$ cat src/rtl/serial_alu_ctrl_if.sv
// Bundle between a requester, the serial ALU sequencer and the external 1-bit ALU slice.
// Optional overflow signal present only when OVERFLOW_FLAG_EN is defined.
interface serial_alu_ctrl_if #(
  parameter int unsigned WIDTH = 8
);
  // Request / result side
  logic             start;
  logic [1:0]       op;
  logic [WIDTH-1:0] opA;
  logic [WIDTH-1:0] opB;
  logic             busy;
  logic             done;
  logic [WIDTH-1:0] result;
  logic             carryOut;
`ifdef OVERFLOW_FLAG_EN
  logic             overflow;
`endif

  // Slice side
  logic aluA;
  logic aluB;
  logic aluC0;
  logic aluC1;
  logic aluCarryIn;
  logic aluY;
  logic aluZ;

  // Requester; also closes the loop through the slice
  modport master (
    output start, op, opA, opB,
    input  busy, done, result, carryOut,
`ifdef OVERFLOW_FLAG_EN
    input  overflow,
`endif
    input  aluA, aluB, aluC0, aluC1, aluCarryIn,
    output aluY, aluZ
  );

  // Sequencer
  modport slave (
    input  start, op, opA, opB,
    output busy, done, result, carryOut,
`ifdef OVERFLOW_FLAG_EN
    output overflow,
`endif
    output aluA, aluB, aluC0, aluC1, aluCarryIn,
    input  aluY, aluZ
  );
endinterface

$ cat src/rtl/serial_alu_ctrl.sv
// Bit-serial sequencer for an external combinational 1-bit ALU slice. Streams two WIDTH-bit
// operands LSB first, chains the carry through a register and assembles the result.
// Optional feature: define OVERFLOW_FLAG_EN to add a signed-overflow flag for ADD/SUB.
module serial_alu_ctrl #(
  parameter int unsigned WIDTH = 8
) (
  input logic             clk,
  input logic             reset,
  serial_alu_ctrl_if.slave bus
);

  localparam int unsigned CW = $clog2(WIDTH);
  localparam logic [CW-1:0] LastIdx = CW'(WIDTH - 1);

  localparam logic [1:0] OpAnd = 2'b00;
  localparam logic [1:0] OpOr  = 2'b01;
  localparam logic [1:0] OpAdd = 2'b10;
  localparam logic [1:0] OpSub = 2'b11;

  typedef enum logic [1:0] {StIdle, StRun, StDone} state_e;

  state_e           state_q, state_d;
  logic [1:0]       op_q;
  logic [WIDTH-1:0] a_q;
  logic [WIDTH-1:0] b_q;
  logic [WIDTH-1:0] res_q;
  logic             carry_q;
  logic             cout_q;
  logic [CW-1:0]    count_q;

  logic is_sub;
  logic is_arith;

  assign is_sub   = (op_q == OpSub);
  assign is_arith = op_q[1];

  // State register
  always_ff @(posedge clk) begin
    if (reset) begin
      state_q <= StIdle;
    end else begin
      state_q <= state_d;
    end
  end

  // Next state and slice drive; slice inputs are held at 0 outside RUN
  always_comb begin
    state_d        = state_q;
    bus.aluA       = 1'b0;
    bus.aluB       = 1'b0;
    bus.aluC0      = 1'b0;
    bus.aluC1      = 1'b0;
    bus.aluCarryIn = 1'b0;
    unique case (state_q)
      StIdle: begin
        if (bus.start) state_d = StRun;
      end
      StRun: begin
        bus.aluA = a_q[0];
        bus.aluB = b_q[0] ^ is_sub;
        // SUB runs on the slice as ADD of the inverted operand with carry-in 1
        {bus.aluC1, bus.aluC0} = is_sub ? OpAdd : op_q;
        bus.aluCarryIn = is_arith ? carry_q : 1'b0;
        if (count_q == LastIdx) state_d = StDone;
      end
      StDone: begin
        state_d = StIdle;
      end
      default: begin
        state_d = StIdle;
      end
    endcase
  end

  // Operand shifting, carry chaining and result assembly
  always_ff @(posedge clk) begin
    if (reset) begin
      op_q    <= OpAnd;
      a_q     <= '0;
      b_q     <= '0;
      res_q   <= '0;
      carry_q <= 1'b0;
      cout_q  <= 1'b0;
      count_q <= '0;
    end else begin
      unique case (state_q)
        StIdle: begin
          if (bus.start) begin
            op_q    <= bus.op;
            a_q     <= bus.opA;
            b_q     <= bus.opB;
            count_q <= '0;
            carry_q <= (bus.op == OpSub);
          end
        end
        StRun: begin
          a_q   <= a_q >> 1;
          b_q   <= b_q >> 1;
          res_q <= {bus.aluY, res_q[WIDTH-1:1]};
          if (is_arith) carry_q <= bus.aluZ;
          if (count_q == LastIdx) begin
            cout_q <= is_arith ? bus.aluZ : 1'b0;
          end else begin
            count_q <= count_q + 1'b1;
          end
        end
        default: ;
      endcase
    end
  end

`ifdef OVERFLOW_FLAG_EN
  logic ovf_q;

  // Overflow: carry into MSB differs from carry out of MSB
  always_ff @(posedge clk) begin
    if (reset) begin
      ovf_q <= 1'b0;
    end else if (state_q == StRun && count_q == LastIdx) begin
      ovf_q <= is_arith ? (carry_q ^ bus.aluZ) : 1'b0;
    end
  end

  assign bus.overflow = ovf_q;
`endif

  assign bus.busy     = (state_q == StRun);
  assign bus.done     = (state_q == StDone);
  assign bus.result   = res_q;
  assign bus.carryOut = cout_q;

endmodule

$ cat src/flat_wrapper.sv
// flat-port wrapper written by rule: the top's interface ports become plain ports
module serial_alu_ctrl_flat 
#(
  parameter int unsigned WIDTH = 8
)
  (clk, reset, bus_start, bus_op, bus_opA, bus_opB, bus_busy, bus_done, bus_result, bus_carryOut, bus_aluA, bus_aluB, bus_aluC0, bus_aluC1, bus_aluCarryIn, bus_aluY, bus_aluZ);
  serial_alu_ctrl_if #(.WIDTH(WIDTH)) bus_i ();
  input logic clk;
  input logic reset;
  input wire logic [$bits(bus_i.start)-1:0] bus_start;
  input wire logic [$bits(bus_i.op)-1:0] bus_op;
  input wire logic [$bits(bus_i.opA)-1:0] bus_opA;
  input wire logic [$bits(bus_i.opB)-1:0] bus_opB;
  output wire logic [$bits(bus_i.busy)-1:0] bus_busy;
  output wire logic [$bits(bus_i.done)-1:0] bus_done;
  output wire logic [$bits(bus_i.result)-1:0] bus_result;
  output wire logic [$bits(bus_i.carryOut)-1:0] bus_carryOut;
  output wire logic [$bits(bus_i.aluA)-1:0] bus_aluA;
  output wire logic [$bits(bus_i.aluB)-1:0] bus_aluB;
  output wire logic [$bits(bus_i.aluC0)-1:0] bus_aluC0;
  output wire logic [$bits(bus_i.aluC1)-1:0] bus_aluC1;
  output wire logic [$bits(bus_i.aluCarryIn)-1:0] bus_aluCarryIn;
  input wire logic [$bits(bus_i.aluY)-1:0] bus_aluY;
  input wire logic [$bits(bus_i.aluZ)-1:0] bus_aluZ;
  assign bus_i.start = bus_start;
  assign bus_i.op = bus_op;
  assign bus_i.opA = bus_opA;
  assign bus_i.opB = bus_opB;
  assign bus_busy = bus_i.busy;
  assign bus_done = bus_i.done;
  assign bus_result = bus_i.result;
  assign bus_carryOut = bus_i.carryOut;
  assign bus_aluA = bus_i.aluA;
  assign bus_aluB = bus_i.aluB;
  assign bus_aluC0 = bus_i.aluC0;
  assign bus_aluC1 = bus_i.aluC1;
  assign bus_aluCarryIn = bus_i.aluCarryIn;
  assign bus_i.aluY = bus_aluY;
  assign bus_i.aluZ = bus_aluZ;
  serial_alu_ctrl #(.WIDTH(WIDTH)) u_core (.clk(clk), .reset(reset), .bus(bus_i));
endmodule
$ cat config.mk
export PLATFORM = sky130hd
export DESIGN_NAME = serial_alu_ctrl_flat
export DESIGN_NICKNAME = d
export VERILOG_FILES = /design/src/rtl/serial_alu_ctrl_if.sv /design/src/rtl/serial_alu_ctrl.sv /design/src/flat_wrapper.sv
export SDC_FILE = /design/constraint.sdc
export NUM_CORES = 1
export LEC_CHECK = 0
export CORE_MARGIN = 1
export CORE_UTILIZATION = 45
export DETAILED_ROUTE_END_ITERATION = 16
export GPL_ROUTABILITY_DRIVEN = 0
export PLACE_DENSITY_LB_ADDON = 0.2
export SYNTH_ARGS = -nofsm -noshare
export SYNTH_HDL_FRONTEND = slang
export SYNTH_SLANG_ARGS = --single-unit
$ cat constraint.sdc
create_clock -name clk -period 3.15 [get_ports clk]
set_input_delay 0.63 -clock clk [delete_from_list [all_inputs] [get_ports clk]]
set_output_delay 0.63 -clock clk [all_outputs]
set_load 0.005 [all_outputs]
; After elaboration in Yosys (flattened, before gate mapping)
; Cells that the tools add are included.
[totals]
word_cells = 48
output_inout_bits = 16
input_bits = 23
reg_bits = 33
[op_classes]
n_addsub = 1
n_bitwise = 1
eq_ne = 9
muxes = 21
n_reduce_logical = 8
[ops]
columns = op, n
row1 = case mux 8 bit (2 select lines), 2
row2 = two-way mux 8 bit, 2
row3 = two-way mux 1 bit, 9
row4 = AND reduction 2 bit, 4
row5 = == test 2 bit (second input constant), 3
row6 = two-way mux 2 bit, 3
row7 = two-way mux 3 bit, 2
row8 = case mux 3 bit (2 select lines), 1
row9 = AND reduction 3 bit, 2
row10 = != test 2 x 1 -> 1 bit (second input constant), 2
row11 = != test 2 bit (second input constant), 2
row12 = case mux 2 bit (2 select lines), 1
row13 = adder 3 x 1 -> 3 bit (second input constant), 1
row14 = == test 3 bit (second input constant), 1
row15 = == test 2 x 1 -> 1 bit (second input constant), 1
row16 = logical NOT 2 bit, 1
row17 = case mux 1 bit (2 select lines), 1
row18 = nonzero test 2 bit, 1
row19 = XOR 1 bit, 1

; Depth between registers and ports, before layout
[logic_depth]
depth_word = 3
ltp_mapped = 7
ltp_nobuf = 5

; Worst setup path before layout
; Ideal clock, no wire load.
[synth_path]
kind = register to output
from = reg u_core.state_q[1]
to = out bus_aluC0
n_path_buf = 3
arrival_ns = 1.053
stages_incl_launch_ff = 6
t_required_ns = 2.520
slack_ns = 1.467
path_cell_list = dfxtp_1 > buf_6 > nand2b_4 > buf_6 > buf_2 > nor3b_1
[synth_via]
elab_chain_len = 2
[synth_rtl]
columns = item, line
row1 = "start, declared", serial_alu_ctrl.sv:22  ; state_e state_q, state_d;
row2 = "start signal, assigned", serial_alu_ctrl.sv:40  ; state_q <= StIdle;
row3 = "start signal, assigned", serial_alu_ctrl.sv:42  ; state_q <= state_d;
row4 = == test 2 x 1 -> 1 bit, serial_alu_ctrl.sv:54  ; unique case (state_q)
row5 = two-way mux 1 bit, serial_alu_ctrl.sv:54
row6 = "end, declared", flat_wrapper.sv:20  ; output wire logic [$bits(bus_i.aluC0)-1:0] bus_aluC0;
; Every way passes these cells.

; Final worst setup path
[layout_path]
from = reg u_core.state_q[1]
to = out bus_aluCarryIn
[layout_via]
elab_chain_len = 2
[layout_rtl]
columns = item, line
row1 = == test 2 x 1 -> 1 bit, serial_alu_ctrl.sv:54
row2 = two-way mux 1 bit, serial_alu_ctrl.sv:54
row3 = "end, declared", flat_wrapper.sv:22  ; output wire logic [$bits(bus_i.aluCarryIn)-1:0] bus_aluCarryIn;
; Every way passes these cells.

==> impl_metrics.env <==
export IMPL_routed_wl_um=3270
export IMPL_grt_pass1_vias=1172
export IMPL_timing_critical_path_to="bus_aluCarryIn"
export IMPL_fin_worst_hold_slack_ns=0.466
export IMPL_worstSetupStartpoint="u_core.state_q[1]"
export IMPL_port_buffers=38
export IMPL_routed_wire_per_std_cell_um=12.6
export IMPL_clock_latency_ns=0.35
export IMPL_path_depth_of_the_worst_reg2reg_path=5
export IMPL_insertedDiodeCount=0
export IMPL_tightestPinTransition_ns=0.666
export IMPL_postPlaceCellArea_um2=1900
export IMPL_design_die_area_um2=3700
export IMPL_end_kind="output pin"
export IMPL_final_setup_skew_ns=0.00914
export IMPL_total_leakage_power_nw=0.723
export IMPL_fraction_of_final_layout_cells_with_drive_strength_greater_than_1_pct=12.1
export IMPL_num_fill_cells=312
export IMPL_die_height_um=60.9
export IMPL_drv_cap=0
export IMPL_synthesis_yosys_warnings=0
export IMPL_worstReg2RegStart="u_core.state_q[1]"
export IMPL_rsz0062_at_grt="no"
export IMPL_critical_path_max_stage_delay_ns=0.48
export IMPL_cts_htree_levels=2
export IMPL_timing_critical_path_cells="nand2b_4 > clkinvlp_4 > and3_1 > clkdlybuf4s50_1"
export IMPL_path_class="flop to output pin"
export IMPL_crit_arrival_ns=2.33
export IMPL_ys_types=33
export IMPL_cts_repair_resized=0
export IMPL_post_cts_buffers=0
export IMPL_powerDensity_nw_per_um2=471
export IMPL_ys_async_sr_fraction_pct=0
export IMPL_final_core_utilization_pct=59.7
export IMPL_top_level_ports=39
export IMPL_drtIter0Drc=41
export IMPL_status="finished, final reports clean"
export IMPL_number_of_clock_buffers_inserted_by_tritoncts=5
export IMPL_drtAntennaViolNets=0
export IMPL_worst_setup_path_start_kind="flop"
export IMPL_layout_worst_path_cycle_share_pct=94.1
export IMPL_max_vdd_ir_drop_uv=363
export IMPL_setup_violations_final=0
export IMPL_routed_via_count=1332
export IMPL_final_period_minus_worst_setup_slack_ns=2.96
export IMPL_route_detailed_vias_per_inst=5.12
export IMPL_sequential_fraction_of_the_synthesis_area_pct=42.4
export IMPL_pin_count_of_the_biggest_net_entering_global_routing=30
export IMPL_tritoncts_num_sinks=33
export IMPL_syn2layout_area_growth_pct=27.7
export IMPL_synthesis_nets=205
export IMPL_regArea_um2=661
export IMPL_syn_avg_cell_area_um2=8.66
export IMPL_floorplan_die_width_um=60.9
export IMPL_finalHoldViolCount=0
export IMPL_grtUsageTotal_pct=20.0
export IMPL_synthesis_area_um2=1560
export IMPL_number_of_flops_mapped_to_enable_cells_by_yosys=0
export IMPL_core_ar_um2=3340
export IMPL_synth_seq_cells=33
export IMPL_cts_clk_slew_worst_paths_ns=0.11
export IMPL_post_route_drc_count=0
export IMPL_hold_path_class="flop to flop"
export IMPL_clockRootBuffer="sky130_fd_sc_hd__clkbuf_4"
export IMPL_final_design_area_no_fill_um2=1990
export IMPL_finalSetupTns_ns=0
export IMPL_cts_tree="yes"
export IMPL_starting_density_of_the_core_pct=46.7
export IMPL_count_of_hold_fix_buffers_inserted_at_cts=0
export IMPL_multi_input_area_um2=769
export IMPL_timing_critical_path_slowest_stage_cell="sky130_fd_sc_hd__dfxtp_1"
export IMPL_maxSlewViolCount=0
export IMPL_fmax_ghz=0.337
export IMPL_regToRegEndpoint="u_core.b_q[3]"
export IMPL_clk_path_buf_depth=2
export IMPL_initial_antenna_violation_count=0
export IMPL_total_power_mw=0.938
export IMPL_finish_net_count=238
export IMPL_critPathMaxFanout=29
export IMPL_grt_overflow_total=0
export IMPL_dpl_hpwl_um=2270
export IMPL_synth_main_ff_cell="sky130_fd_sc_hd__dfxtp_1"
export IMPL_fp_row_count=21
export IMPL_global_route_wire_length_before_repair_um=5410
export IMPL_worst_ep_required_time_ns=2.52
export IMPL_detailedRoute_firstPassIterationCount=4
export IMPL_worst_r2r_setup_slack_ns=1.29
export IMPL_netlist_instances=180
export IMPL_timing_max_slew_rel_slack_pct=55.5
==> routing by layer <==
metal	vias up	track usage, %	wire length (um)
li1	677	-	-
met1	626	26.5	1580
met2	24	30.5	1500
met3	5	6.61	136
met4	0	6.82	46
met5	-	0	0
==> flip-flops by register name, summed over array words and instances (netlist names) <==
| signal | count |
|---|---|
| u_core.a_q | 8 |
| u_core.b_q | 8 |
| u_core.bus.carryOut | 1 |
| u_core.bus.result | 8 |
| u_core.carry_q | 1 |
| u_core.count_q | 3 |
| u_core.op_q | 2 |
| u_core.state_q | 2 |
==> Yosys cell counts, types with 3 or more instances <==
master / number / share of area, %
sky130_fd_sc_hd__nor2_2: 6 / 2.4
sky130_fd_sc_hd__mux2i_1: 4 / 2.6
sky130_fd_sc_hd__clkbuf_1: 4 / 0.96
sky130_fd_sc_hd__nor2_1: 12 / 2.9
sky130_fd_sc_hd__a21oi_1: 13 / 4.2
sky130_fd_sc_hd__inv_1: 3 / 0.72
sky130_fd_sc_hd__dfxtp_1: 33 / 42
sky130_fd_sc_hd__nand2_1: 47 / 11
sky130_fd_sc_hd__buf_2: 3 / 0.96
sky130_fd_sc_hd__a311oi_1: 9 / 5.1
sky130_fd_sc_hd__buf_4: 3 / 1.4
sky130_fd_sc_hd__nor2b_1: 4 / 1.6
sky130_fd_sc_hd__nand2b_1: 5 / 2.0
sky130_fd_sc_hd__a311oi_2: 6 / 5.8
sky130_fd_sc_hd__buf_6: 4 / 2.9
==> worst min path at each step <==
| stage | startpoint | depth (start not counted) | slack [ns] | end |
|---|---|---|---|---|
| after global placement | u_core.bus.result[0] | 2 | 0.44 | u_core.bus.result[0] |
| final | u_core.bus.result[0] | 2 | 0.47 | u_core.bus.result[0] |
| after floorplan | u_core.count_q[1] | 2 | 0.45 | u_core.count_q[1] |
| after detailed placement | u_core.bus.result[0] | 2 | 0.46 | u_core.bus.result[0] |
| after global routing | u_core.bus.result[2] | 2 | 0.49 | u_core.bus.result[1] |
| after CTS | u_core.bus.result[0] | 2 | 0.47 | u_core.bus.result[0] |
==> worst max-delay path: cells and delay by family, from the launching register on <==
family | cells | cell delay [ns]
flops | 1 | 0.48
buf+inv | 2 | 0.82
simple gates | 2 | 0.68
==> area by class of cell <==
| class | count | area share, % |
|---|---|---|
| clock buffers | 7 | 2.77 |
| inverters | 3 | 0.754 |
| repair buffers | 41 | 20.2 |
| flip-flops and latches | 33 | 33.2 |
| clock inverters | 1 | 1.51 |
| well taps | 46 | 2.89 |
| multi-input cells | 129 | 38.7 |
==> logic make-up after synthesis <==
| logic type | Yosys count | share of synthesized area (%) |
|---|---|---|
| and+or+nand+nor | 87 | 26.4 |
| buffers and inverters | 18 | 8.27 |
| adders and majority gates | 2 | 1.60 |
| xor gates and xnor gates | 1 | 0.562 |
| AOI/OAI and AO/OA | 34 | 17.5 |
| muxes | 5 | 3.29 |
| DFF | 33 | 42.4 |
==> cells in the final DEF (no fill, tap or decap), types with 2 or more instances in the layout <==
master,count
sky130_fd_sc_hd__inv_1,2
sky130_fd_sc_hd__nor3b_1,2
sky130_fd_sc_hd__nand3b_1,2
sky130_fd_sc_hd__clkbuf_4,5
sky130_fd_sc_hd__nor2b_1,4
sky130_fd_sc_hd__dfxtp_1,33
sky130_fd_sc_hd__ha_1,2
sky130_fd_sc_hd__nand2b_1,5
sky130_fd_sc_hd__a311oi_2,6
sky130_fd_sc_hd__nand2_1,47
sky130_fd_sc_hd__a21oi_1,13
sky130_fd_sc_hd__buf_4,3
sky130_fd_sc_hd__nor2_1,12
sky130_fd_sc_hd__a311oi_1,9
sky130_fd_sc_hd__o21ai_0,2
sky130_fd_sc_hd__nor2_2,6
sky130_fd_sc_hd__mux2i_1,4
sky130_fd_sc_hd__o22ai_1,2
sky130_fd_sc_hd__clkdlybuf4s50_1,38
sky130_fd_sc_hd__and2_1,2
==> per-stage QoR <==
| step | instances | setup WS [ns] |
|---|---|---|
| floorplan | 180 | 1.47 |
| global placement | 252 | 0.641 |
| detailed placement | 252 | 0.581 |
| CTS | 260 | 0.164 |
| global route | 260 | 0.0198 |
| finish | 260 | 0.186 |
==> report_power, final <==
| part | internal, mW | switching [mW] |
|---|---|---|
| sequential | 0.442 | 0.0186 |
| combinational | 0.0706 | 0.0691 |
| clock | 0.189 | 0.149 |
| total | 0.702 | 0.236 |
Power figures use the tool's default switching activity.
